### src/rtl/collision_detect.sv
// Dino/obstacle hitbox scan; COLLISION_MARGIN_EN shrinks obstacle boxes by MARGIN per side.
// Latency: tick at t -> isColision/hit_slot registered in DONE, visible at t+5.
// Backpressure: none; tick while busy is dropped, not queued.
module collision_detect #(
    parameter int DINO_X           = 40,
    parameter int GROUND_Y         = 400,
    parameter int LOW_BIRD_BOTTOM  = 370,
    parameter int HIGH_BIRD_BOTTOM = 330,
    parameter int MARGIN           = 4
) (
    input  logic       clk,
    input  logic       rst,
    input  logic       tick,
    input  logic [1:0] game_state,
    input  logic [9:0] dino_pos,
    input  logic       dino_behavior,
    input  logic [9:0] danger_pos1,
    input  logic [9:0] danger_pos2,
    input  logic [9:0] danger_pos3,
    input  logic [2:0] danger_type1,
    input  logic [2:0] danger_type2,
    input  logic [2:0] danger_type3,
    input  logic       danger_en1,
    input  logic       danger_en2,
    input  logic       danger_en3,
    output logic       isColision,
    output logic [1:0] hit_slot,
    output logic       busy
);

    localparam logic [2:0] S_IDLE  = 3'd0;
    localparam logic [2:0] S_SCAN1 = 3'd1;
    localparam logic [2:0] S_SCAN2 = 3'd2;
    localparam logic [2:0] S_SCAN3 = 3'd3;
    localparam logic [2:0] S_DONE  = 3'd4;

    localparam logic [1:0] GS_INIT  = 2'd0;
    localparam logic [1:0] GS_START = 2'd1;
    localparam logic [1:0] GS_RESET = 2'd3;

`ifdef COLLISION_MARGIN_EN
    localparam bit MARGIN_ON = 1'b1;
`else
    localparam bit MARGIN_ON = 1'b0;
`endif
    localparam logic [10:0] SHRINK = MARGIN_ON ? 11'(MARGIN) : 11'd0;

    localparam logic [10:0] DX0 = 11'(DINO_X);
    localparam logic [10:0] GND = 11'(GROUND_Y);
    localparam logic [10:0] LBB = 11'(LOW_BIRD_BOTTOM);
    localparam logic [10:0] HBB = 11'(HIGH_BIRD_BOTTOM);

    logic [2:0] state;
    logic [1:0] snap_state;
    logic [9:0] snap_dino_pos;
    logic       snap_beh;
    logic [9:0] snap_pos1, snap_pos2, snap_pos3;
    logic [2:0] snap_type1, snap_type2, snap_type3;
    logic       snap_en1, snap_en2, snap_en3;
    logic       hit_acc;
    logic [1:0] acc_slot;

    logic [9:0]  cur_pos;
    logic [2:0]  cur_type;
    logic        cur_en;
    logic        ob_ok;
    logic [10:0] ob_w, ob_h, ob_bot;
    logic [10:0] ob_x0, ob_x1, ob_y0, ob_y1;
    logic [10:0] d_w, d_h, d_x1, d_y0, d_y1;
    logic        slot_hit;

    assign busy = (state != S_IDLE);

    always_comb begin
        cur_pos  = '0;
        cur_type = 3'd5;
        cur_en   = 1'b0;
        case (state)
            S_SCAN1: begin cur_pos = snap_pos1; cur_type = snap_type1; cur_en = snap_en1; end
            S_SCAN2: begin cur_pos = snap_pos2; cur_type = snap_type2; cur_en = snap_en2; end
            S_SCAN3: begin cur_pos = snap_pos3; cur_type = snap_type3; cur_en = snap_en3; end
            default: ;
        endcase
    end

    always_comb begin
        ob_ok  = 1'b1;
        ob_w   = '0;
        ob_h   = '0;
        ob_bot = GND;
        case (cur_type)
            3'd0:    begin ob_w = 11'd47; ob_h = 11'd42; ob_bot = LBB; end
            3'd1:    begin ob_w = 11'd47; ob_h = 11'd42; ob_bot = HBB; end
            3'd2:    begin ob_w = 11'd19; ob_h = 11'd36; end
            3'd3:    begin ob_w = 11'd77; ob_h = 11'd49; end
            3'd4:    begin ob_w = 11'd27; ob_h = 11'd50; end
            default: ob_ok = 1'b0;
        endcase
    end

    // Tops clamp at 0 so a box reaching above the screen never wraps to a huge y.
    always_comb begin
        ob_x0 = {1'b0, cur_pos} + SHRINK;
        ob_x1 = {1'b0, cur_pos} + ob_w - SHRINK;
        ob_y0 = ((ob_bot > ob_h) ? (ob_bot - ob_h) : 11'd0) + SHRINK;
        ob_y1 = ob_bot - SHRINK;
        d_w   = snap_beh ? 11'd44 : 11'd59;
        d_h   = snap_beh ? 11'd47 : 11'd30;
        d_x1  = DX0 + d_w;
        d_y1  = {1'b0, snap_dino_pos};
        d_y0  = (d_y1 > d_h) ? (d_y1 - d_h) : 11'd0;
    end

    assign slot_hit = ob_ok && cur_en &&
                      (DX0 < ob_x1) && (ob_x0 < d_x1) &&
                      (d_y0 < ob_y1) && (ob_y0 < d_y1);

    always_ff @(posedge clk) begin
        if (rst) begin
            state         <= S_IDLE;
            isColision    <= 1'b0;
            hit_slot      <= 2'd0;
            snap_state    <= '0;
            snap_dino_pos <= '0;
            snap_beh      <= 1'b0;
            snap_pos1     <= '0;
            snap_pos2     <= '0;
            snap_pos3     <= '0;
            snap_type1    <= '0;
            snap_type2    <= '0;
            snap_type3    <= '0;
            snap_en1      <= 1'b0;
            snap_en2      <= 1'b0;
            snap_en3      <= 1'b0;
            hit_acc       <= 1'b0;
            acc_slot      <= 2'd0;
        end else begin
            case (state)
                S_IDLE: begin
                    if (tick) begin
                        state         <= S_SCAN1;
                        snap_state    <= game_state;
                        snap_dino_pos <= dino_pos;
                        snap_beh      <= dino_behavior;
                        snap_pos1     <= danger_pos1;
                        snap_pos2     <= danger_pos2;
                        snap_pos3     <= danger_pos3;
                        snap_type1    <= danger_type1;
                        snap_type2    <= danger_type2;
                        snap_type3    <= danger_type3;
                        snap_en1      <= danger_en1;
                        snap_en2      <= danger_en2;
                        snap_en3      <= danger_en3;
                        hit_acc       <= 1'b0;
                        acc_slot      <= 2'd0;
                    end
                end
                S_SCAN1, S_SCAN2, S_SCAN3: begin
                    // SCANn encodes as n, so the state doubles as the slot number.
                    if (slot_hit && !hit_acc) begin
                        hit_acc  <= 1'b1;
                        acc_slot <= state[1:0];
                    end
                    state <= state + 3'd1;
                end
                S_DONE: begin
                    state <= S_IDLE;
                    if (snap_state == GS_START && hit_acc) begin
                        isColision <= 1'b1;
                        hit_slot   <= acc_slot;
                    end
                end
                default: state <= S_IDLE;
            endcase
            if (game_state == GS_RESET || game_state == GS_INIT) begin
                isColision <= 1'b0;
                hit_slot   <= 2'd0;
            end
        end
    end

endmodule

### config.mk
export PLATFORM = sky130hd
export DESIGN_NAME = collision_detect
export DESIGN_NICKNAME = d
export VERILOG_FILES = /design/src/rtl/collision_detect.sv
export SDC_FILE = /design/constraint.sdc
export NUM_CORES = 1
export LEC_CHECK = 0
export BUFFER_PORTS_ARGS = -buffer_cell sky130_fd_sc_hd__buf_4
export CAP_MARGIN = 40
export CELL_PAD_IN_SITES_DETAIL_PLACEMENT = 0
export CELL_PAD_IN_SITES_GLOBAL_PLACEMENT = 1
export CORE_MARGIN = 2
export CORE_UTILIZATION = 38
export CTS_CLUSTER_DIAMETER = 200
export DETAILED_ROUTE_END_ITERATION = 8
export PLACE_DENSITY_LB_ADDON = 0.1
export SETUP_SLACK_MARGIN = 0.02
export SYNTH_ARGS = -nofsm -noshare
export SYNTH_HDL_FRONTEND = slang
export SYNTH_SLANG_ARGS = --single-unit
### constraint.sdc
create_clock -name clk -period 3.7 [get_ports clk]
set_input_delay 0.37 -clock clk [delete_from_list [all_inputs] [get_ports clk]]
set_output_delay 0.37 -clock clk [all_outputs]
set_load 0.02 [all_outputs]
==> results of run 1 <==
-- cell usage in the layout, fill, tap and decap left out, types with 4 or more instances in the layout --
master / synthesis / layout
o21a_1: 5 / 5
xor2_1: 5 / 5
nand4_1: 5 / 5
dfxtp_1: 64 / 62
a21oi_2: 0 / 4
ha_1: 36 / 29
a211oi_1: 4 / 4
buf_4: 0 / 104
nand2b_1: 5 / 5
nand3b_1: 7 / 7
a21o_1: 5 / 5
nor3_1: 5 / 5
nor2b_1: 5 / 4
ha_4: 0 / 6
nor2_1: 22 / 19
a21oi_1: 68 / 64
xnor2_1: 8 / 8
inv_1: 27 / 25
a31oi_1: 4 / 4
nand2_1: 125 / 119
mux2i_1: 4 / 4
or3_1: 4 / 4
nand2_2: 0 / 6
o21ai_0: 9 / 8
clkbuf_8: 0 / 9
a222oi_1: 8 / 8
-- logic make-up (layout without fill, tap and decap cells) --
logic type      Yosys count  count (layout)  synth area share (%)
simple gates            201             201                  23.5
compound gates          128             128                  21.4
flops                    64              64                  33.1
buf+inv                  51             151                  5.36
fa+ha+maj                38              38                  12.7
xor+xnor                 13              13                  2.94
mux                       4               4                  1.03
-- per-layer routing --
layer | share of wire, % | wire length (um) | vias to the layer above
met5 | 0 | 0 | -
met3 | 3.1 | 324 | 9
met2 | 49 | 5070 | 54
li1 | - | - | 1927
met1 | 47 | 4920 | 1756
met4 | 0.66 | 69 | 0
-- per-stage QoR --
step / cell area, sq um / utilization, % / cells / hold WS [ns]
final: 5110 / 52.0 / 732 / 0.265
after global routing: 5110 / 52.0 / 732 / 0.248
after CTS: 5060 / 51.5 / 731 / 0.254
after detailed placement: 4730 / 48.2 / 712 / 0.440
after global placement: 4730 / 48.2 / 712 / 0.436
after floorplan: 3890 / - / 499 / 0.431
-- worst paths after layout --
check | endpoint | slack [ns]
worst max-delay path | hit_acc | 0.04
worst min-delay path | snap_pos1[4] | 0.26
worst max register to register | hit_acc | 0.04
worst min register to register | isColision | 0.45
-- critical path, stage by stage, from the launching register on --
cell and delay, ns:
dfxtp_4 0.38, inv_4 0.07, ha_4 0.16, o21ba_4 0.18, nor2_4 0.05, buf_6 0.12
nor4_4 0.37, nor2_4 0.08, ha_1 0.30, a21oi_2 0.05, o31a_1 0.32, xnor2_1 0.15
ha_1 0.32, nand4_1 0.10, nor2_1 0.04, o21ai_0 0.06, a31oi_1 0.07, nor4_2 0.31
o311ai_2 0.21, a221oi_2 0.24
-- flip-flops by register name (all words and copies together), names as in the netlist, 3 cells and up --
| register | cells |
|---|---|
| state | 3 |
| snap_dino_pos | 10 |
| snap_type2 | 3 |
| snap_pos2 | 10 |
| snap_type3 | 3 |
| snap_pos3 | 10 |
| snap_type1 | 3 |
| snap_pos1 | 10 |
-- power by group --
part           leakage, nW  total, mW  internal [mW]  switching (mW)
sequential           0.526      0.774          0.735          0.0388
combinational         1.62      0.708          0.348           0.361
clock               0.0866      0.540          0.245           0.295
total                 2.23       2.02           1.33           0.694
-- area by class of cell --
cell class	count	area (sq um)
well taps	133	166
flip-flops and latches	64	1290
inverters	28	110
repair buffers	107	815
multi-input cells	384	2560
fillers	1016	4710
clock inverters	6	43.8
clock buffers	10	128
-- timing repair --
action | 4_1_cts | 5_1_grt
pin swaps | 14 | 17
buffers inserted | 3 | 1
endpoints found under the setup margin | 3 | 3
gates resized for setup | 32 | 12
==> out/results.txt, run 1 <==
Netlist Area Pre-Place = 3870 sq um
Pin count of the biggest net entering global routing = 65
Worst Hold Class = primary input to register
Final ANT Viol Nets = 0
GR peak layer = met2
Synth top cells by count = 125 x nand2_1, 68 x a21oi_1, 64 x dfxtp_1
M1 GR Usage = 24.6%
Fraction of registers with async set/reset = 0%
Sequential cell area fraction in the yosys report = 33.1%
Yosys cell types = 58
Max H-tree Level = 3
Initial antenna violation count = 0
Vias per cell = 5.12
GRT met3 Usage = 4.55%
Clock slew seen by the registers of the worst setup and hold paths = 0.08 ns
Remaining Overflow, GRT = 0
Final Routed Wirelength = 10,400 um
CP arrival = 3.92 ns
Drt pass-1 iters = 5
GRT Util Overall = 19.2%
Slew Limit Fails = 0
# DRC = 0
EDFF count, synth = 0
Detailed placement HPWL = 7810 um
PwrDens = 396 nW/um^2
Slew HR = 53.5%
CP Class = register to register
Crit path required time = 3.96 ns
Number of cells on the worst hold path = 3
Final #Nets = 690
Core box area = 9820 sq um
Clock tree root driver cell = clkbuf_8
Reg2Reg Depth = 19
Synthesis-to-finish area growth = 31.8%
Unrepaired setup endpoints after global routing = true
Static Leak = 2.23 nW
Max Clk Rate = 273 MHz
Placer's final routability congestion estimate = 0.915
Die Ht = 105 um
Initial drt markers = 133
Post-synth top flop = dfxtp_1
Tmin final = 3.66 ns
Ports = 62
Die X = 105 um
Startpoint types = register
Synth Net Count = 595
Clock Latency Late Sink = 0.34 ns
Worst Skew = 0.00927 ns
Initial Util = 39.4%
CTS tree = yes
Setup violations, final = 0
First-pass GRT wire length = 17,200 um
TritonCTS buffer count = 9
Max VDD drop = 0.166 mV
Dominant cells by area after synthesis = dfxtp_1 33%, nand2_1 12%, ha_1 12%, a21oi_1 8.8%, inv_1 2.6%
Power Total = 2.02 mW
Pin slew with the least headroom to its limit = 0.697 ns
Syn Area/Cell = 7.76 sq um
Place WS = -0.188 ns
Hold_buf cts = 0
Yosys warns = 0
# diodes = 0
Outcome = completed
Vias post-DR = 3,746
Fin. Hold Viols = 0
Share of cells above drive strength 1 = 27.0%
Num rows = 36
Critical path startpoint = state[0]
Max cap viols = 0
Most numerous cell in the Yosys netlist = nand2_1
Period utilization = 98.9%
Met2 usage = 32.9%
Vias in the first global route = 3,653
Die area = 11,000 sq um
Worst Setup End Kind = register
CP Max Fanout = 4
Sink Count = 64
Worst hold start = danger_pos1[4]
Worst setup margin = 0.0402 ns
Yosys top cell area share = 33.1%
PortBufs = 61
Wire per inst = 14.2 um
Synth area leader = dfxtp_1
Largest buffer count on any clock path = 2
Synthesis-stage register bit count = 64
Setup TNS = 0 ns
Cells after Synth = 499
Reg2reg start = state[0]
Power figures use the tool's default switching activity.
==> run 2, diff against run 1 <==
CAP_MARGIN = 5   (was 40)
CORE_UTILIZATION = 45   (was 38)
REMOVE_ABC_BUFFERS = 1   (was default)
clock period = 4.35 ns   (was 3.7 ns; I/O delays follow)
==> run 2 against run 1 <==
  * Non-clock buffer count decreased by 36
  * Critical path depth did not move
  * Sequential power is 15% lower
  * Count of clock-buffer cells in the layout unchanged
  * Sequential cell count unchanged
  * Largest power group unchanged
  * Core utilization increased by 4.5 points
  * Cell area down 8.2%
==> out/results.txt, run 2 (synthesized netlist as in run 1, its figures left out) <==
Outcome = completed
Period utilization = 91.6% (-7.3 points)
Startpoint types = register
CP Max Fanout = 6 (+2)
Fill cells = 807 (-21%)
Max Used Layer = met4
Worst Setup End Kind = register
Max cap viols = 0 (unchanged)
Power Total = 1.75 mW (-13%)
Clock power share = 33.6% (+6.9 points)
# DRC = 0 (unchanged)
Post-CTS Setup Repair Bufs = 0 (-3)
Comb pwr share = 29.0% (-6.0 points)
Final Routed Wirelength = 9210 um (-11%)
# diodes = 0 (unchanged)
Place WS = 0.246 ns (+0.434 ns)
Placer's final routability congestion estimate = 0.838 (-8.4%)
Drt pass-1 iters = 5 (unchanged)
Num rows = 33 (-8.3%)
Die X = 96.8 um (-7.8%)
Remaining Overflow, GRT = 0 (unchanged)
Largest buffer count on any clock path = 2 (unchanged)
Wire length on met1 = 4380 um (-11%)
Ports = 62 (unchanged)
Post-route cell area = 4690 sq um (-8.2%)
Worst setup margin = 0.364 ns (+0.324 ns)
Setup TNS = 0 ns (unchanged)
Max Clk Rate = 251 MHz (-8.2%)
Max H-tree Level = 3 (unchanged)
Wire per inst = 13.8 um (-2.8%)
CP arrival = 4.24 ns (+0.32 ns)
Tmin final = 3.99 ns (+0.326 ns)
Most frequent cells in the layout = 125 x nand2_1, 71 x buf_4, 68 x a21oi_1
Int Power = 1.20 mW (-9.8%)
Final ANT Viol Nets = 0 (unchanged)
Core box area = 8300 sq um (-15%)
Max VDD drop = 0.177 mV (+6.5%)
Fin. Hold Viols = 0 (unchanged)
Clock slew seen by the registers of the worst setup and hold paths = 0.08 ns (about the same)
Initial Util = 46.7% (+7.2 points)
GRT Util Overall = 20.5% (+1.3 points)
Setup violations, final = 0 (unchanged)
Vias in the first global route = 3,523 (-3.6%)
Die Ht = 96.8 um (-7.8%)
CTS tree = yes
Unrepaired setup endpoints after global routing = false
Slew Limit Fails = 0 (unchanged)
Initial antenna violation count = 0 (unchanged)
Slew HR = 31.8% (-22 points)
Crit path required time = 4.61 ns (+0.65 ns)
Static Leak = 2.05 nW (-8.2%)
Die area = 9370 sq um (-15%)
DR WL met3 = 409 um (+26%)
Vias per cell = 5.33 (+4.2%)
Pin count of the biggest net entering global routing = 65 (unchanged)
Worst Skew = 0.0102 ns (+0.000882 ns)
Vias post-DR = 3,562 (-4.9%)
Clock Latency Late Sink = 0.35 ns (about the same)
TritonCTS buffer count = 9 (unchanged)
CP Class = register to register
Initial drt markers = 187 (+41%)
Net Sw Power = 0.554 mW (-20%)
Worst Hold Class = primary input to register
Synthesis-to-finish area growth = 21.1%
Met2 WL = 4280 um (-15%)
Hold_ws = 0.323 ns (+0.0585 ns)
Area post-placement = 4440 sq um (-6.2%)
PortBufs = 61 (unchanged)
Most common cell after layout, fill and taps aside = nand2_1
Pin slew with the least headroom to its limit = 1.02 ns (+0.326 ns)
Switching Share = 31.6% (-2.7 points)
Detailed placement HPWL = 6800 um (-13%)
Final #Nets = 654 (-5.2%)
First-pass GRT wire length = 16,200 um (-6.3%)
PwrDens = 374 nW/um^2 (-5.6%)
Sink Count = 64 (unchanged)
Clock tree root driver cell = clkbuf_8
Flop pwr share = 37.4% (-0.9 points)
Share of cells above drive strength 1 = 18.5% (-8.6 points)
-- run 2: cell count changes in the layout (fill, tap and decap cells not counted), sizes merged --
cell	previous run	this run
buf	107	71
bufinv	0	2
clkinv	4	2
clkinvlp	1	2
inv	29	28
-- run 2: cell type report --
cell class	count	area [sq um]	share of cell area [%]
Clock buffer	10	138	2.93
Tap cell	105	131	2.80
Inverter	28	105	2.24
Timing Repair Buffer	71	533	11.4
Clock inverter	6	92.6	1.97
Sequential cell	64	1280	27.4
Multi-Input combinational cell	384	2410	51.3
-- run 2: routing by layer --
| layer | track usage [%] | up-vias |
|---|---|---|
| met5 | 0 | - |
| met4 | 6.07 | 0 |
| met3 | 4.91 | 13 |
| met2 | 32.6 | 60 |
| met1 | 27.8 | 1634 |
| li1 | - | 1855 |
-- run 2: final timing paths --
check / startpoint / endpoint / slack, ns / cells after the start
hold reg to reg: snap_pos3[0] / snap_pos3[0] / 0.45 / 2
hold / removal: danger_pos1[1] / snap_pos1[1] / 0.32 / 3
setup / recovery: state[0] / hit_acc / 0.36 / 19
setup reg to reg: state[0] / hit_acc / 0.36 / 19
-- run 2: stage by stage --
step | instances | util, %
detailed placement | 652 | 53.5
CTS | 668 | 56.2
finish | 668 | 56.5
global route | 668 | 56.5
global placement | 652 | 53.5
floorplan | 476 | -
-- run 2: critical path: stages, from the launching register on --
cell,delay (ns)
dfxtp_2,0.38
inv_1,0.07
ha_1,0.28
o21ba_4,0.25
nor2_2,0.19
a211o_1,0.17
nand2_1,0.07
or2_1,0.25
ha_1,0.35
a21oi_1,0.16
o31a_1,0.18
nor2_1,0.05
ha_1,0.17
nor2b_1,0.10
o21ai_0,0.10
nor4_1,0.23
nand4_1,0.17
nor4_2,0.27
o311ai_2,0.21
a221oi_2,0.24
-- run 2: power by group through the flow --
| stage | Combinational [mW] | Clock, mW | Sequential (mW) |
|---|---|---|---|
| after floorplan | 0.345 | 0 | 0.659 |
| final | 0.508 | 0.588 | 0.656 |
| after detailed placement | 0.502 | 0 | 0.669 |
| after global placement | 0.490 | 0 | 0.668 |
| after global routing | 0.583 | 0.629 | 0.662 |
| after CTS | 0.505 | 0.599 | 0.655 |
-- run 2: repair_timing --
action / in CTS / in global routing
hold buffers: 0 / 0
endpoints found under the setup margin: 0 / 3
gates resized for setup: 0 / 7
==> run 3, diff against run 2 <==
CORE_ASPECT_RATIO = 1.4   (was default)
==> run 3 against run 2 <==
  * Final cell count increased by 0.15%
  * Critical endpoint unchanged
  * Die area increased by 0.12%
  * Register-to-register slack got worse by 0.03 ns
==> out/results.txt, run 3 (synthesized netlist as in run 1, its figures left out) <==
Outcome = completed
Initial Util = 45.8% (-0.88 points)
Share of cells above drive strength 1 = 18.1% (-0.39 points)
Vias per cell = 5.36 (+0.55%)
Startpoint types = register
Slew HR = 34.4% (+2.6 points)
Period utilization = 92.3% (+0.67 points)
Initial antenna violation count = 0 (unchanged)
Multi-input gate area = 2400 sq um (-0.42%)
Detailed placement HPWL = 6930 um (+2.0%)
Max cap viols = 0 (unchanged)
Bufs and invs on worst path = 1 (unchanged)
Largest buffer count on any clock path = 2 (unchanged)
Worst Hold Class = primary input to register
CP arrival = 4.26 ns (+0.02 ns)
Most common cell after layout, fill and taps aside = nand2_1
Pin count of the biggest net entering global routing = 65 (unchanged)
Final #Nets = 655 (+0.15%)
Fin. Hold Viols = 0 (unchanged)
Crit path required time = 4.59 ns (-0.02 ns)
Hold_ws = 0.348 ns (+0.0246 ns)
Wire per inst = 14.1 um (+2.0%)
Die area = 9380 sq um (+0.12%)
Reg area = 1280 sq um (about the same)
Most frequent cells in the layout = 125 x nand2_1, 72 x buf_4, 68 x a21oi_1
Placer's final routability congestion estimate = 0.891 (+6.3%)
Post-CTS Setup Repair Bufs = 0 (unchanged)
Pin slew with the least headroom to its limit = 0.984 ns (-0.0396 ns)
Setup violations, final = 0 (unchanged)
CTS tree = yes
CP max stage cell = dfxtp_1
Drt pass-1 iters = 6 (+1)
Slowest stage delay, CP = 0.35 ns (-0.03 ns)
Die Ht = 114 um (+18%)
First-pass GRT wire length = 15,800 um (-2.4%)
Worst setup margin = 0.335 ns (-0.0290 ns)
Vias in the first global route = 3,424 (-2.8%)
TritonCTS buffer count = 9 (unchanged)
Area post-placement = 4440 sq um (+0.17%)
Worst Skew = 0.00694 ns (-0.00322 ns)
GRT Util Overall = 21.6% (+1.0 points)
Setup TNS = 0 ns (unchanged)
Worst Setup End Kind = register
Vias post-DR = 3,587 (+0.70%)
Clock Latency Late Sink = 0.33 ns (-0.02 ns)
Tmin final = 4.01 ns (+0.0290 ns)
Hold_buf cts = 0 (unchanged)
Most used cell, CP = ha_1
Final Routed Wirelength = 9400 um (+2.2%)
CP Max Fanout = 6 (unchanged)
Worst-path cell chain = ha_1 -> ha_1 -> nand2_1 -> nand2_1 -> nor4_1 -> buf_4 -> a21oi_1 -> ha_1 -> a21oi_1 -> o31a_1 -> nor2_1 -> ha_1 -> nor2b_1 -> o21ai_0 -> nor4_1 -> nand4_1 -> nor4_2 -> o311ai_1 -> a221oi_2
Place WS = 0.287 ns (+0.0405 ns)
Fill cells = 846 (+4.8%)
# diodes = 0 (unchanged)
Clock slew seen by the registers of the worst setup and hold paths = 0.06 ns (-0.02 ns)
Remaining Overflow, GRT = 0 (unchanged)
Num rows = 40 (+21%)
Synthesis-to-finish area growth = 23.3%
Unrepaired setup endpoints after global routing = false
Slew Limit Fails = 0 (unchanged)
CP Class = register to register
Max VDD drop = 0.283 mV (+60%)
Static Leak = 2.11 nW (+2.7%)
Ports = 62 (unchanged)
Die X = 82.4 um (-15%)
Post-route cell area = 4780 sq um (+1.9%)
PwrDens = 407 nW/um^2 (+8.8%)
# DRC = 0 (unchanged)
Initial drt markers = 178 (-4.8%)
PortBufs = 61 (unchanged)
Final ANT Viol Nets = 0 (unchanged)
Sink Count = 64 (unchanged)
Core box area = 8460 sq um (+1.9%)
Delay-heaviest family, CP = simple AND/OR/NAND/NOR gates
Max H-tree Level = 3 (unchanged)
Max Clk Rate = 249 MHz (-0.72%)
Clock tree root driver cell = clkbuf_16
## run 3: cell types whose count changed in the layout (fill, tap and decap cells not counted)
cell	previous run	this run
buf_4	71	72
o311ai_1	0	1
clkinv_2	0	3
clkinvlp_4	2	1
dfxtp_1	62	63
dfxtp_2	2	1
clkinv_4	2	0
clkbuf_8	10	1
ha_2	1	0
ha_1	35	36
clkbuf_16	0	9
o311ai_2	1	0
## run 3: repair_timing
action / in CTS / in global routing
endpoints found under the setup margin: 0 / 3
gates resized for setup: 0 / 4
hold endpoints to repair: 0 / 0
## run 3: path summary, 6_finish.rpt
check | startpoint | to | slack, ns | depth (start not counted)
setup / recovery | state[0] | hit_acc | 0.34 | 19
hold / removal | dino_pos[1] | snap_dino_pos[1] | 0.35 | 3
setup reg to reg | state[0] | hit_acc | 0.34 | 19
hold reg to reg | snap_pos2[7] | snap_pos2[7] | 0.45 | 2
## run 3: metrics by stage
stage,util (%),total power [mW],std cells
finish,56.5,1.94,669
global route,56.5,2.06,669
CTS,56.3,1.96,669
detailed placement,52.5,1.18,653
global placement,52.5,1.17,653
floorplan,-,1.00,476
## run 3: report_power, final
group          leakage [nW]  total (mW)  internal (mW)  switching, mW
Combinational          1.42       0.512          0.234          0.277
Clock                 0.158       0.775          0.514          0.261
Sequential            0.525       0.656          0.626         0.0300
Total                  2.11        1.94           1.37          0.569
## run 3: worst reg2reg max path: cells and delay by family, from the launching register on
kind / cells / cell delay [ns]
AO/OA/AOI/OAI: 6 / 1.02
adder cells (fa/ha/maj): 4 / 1.02
buffers and inverters: 1 / 0.19
flip-flops: 1 / 0.35
AND/OR/NAND/NOR: 8 / 1.35
## run 3: routing by layer
layer | global-route usage (%) | routed length [um] | up-vias
met5 | 0 | 0 | -
met4 | 8.22 | 175 | 0
met3 | 4.03 | 316 | 13
met2 | 36.6 | 4740 | 63
met1 | 26.6 | 4170 | 1650
li1 | - | - | 1861
## run 3: final cells by class
type / count / area share (%)
multi-input combinational: 384 / 50.2
clock buffer: 10 / 5.00
sequential: 64 / 26.8
timing repair buffer: 72 / 11.3
inverter: 28 / 2.20
tap: 105 / 2.75
clock inverter: 6 / 1.73
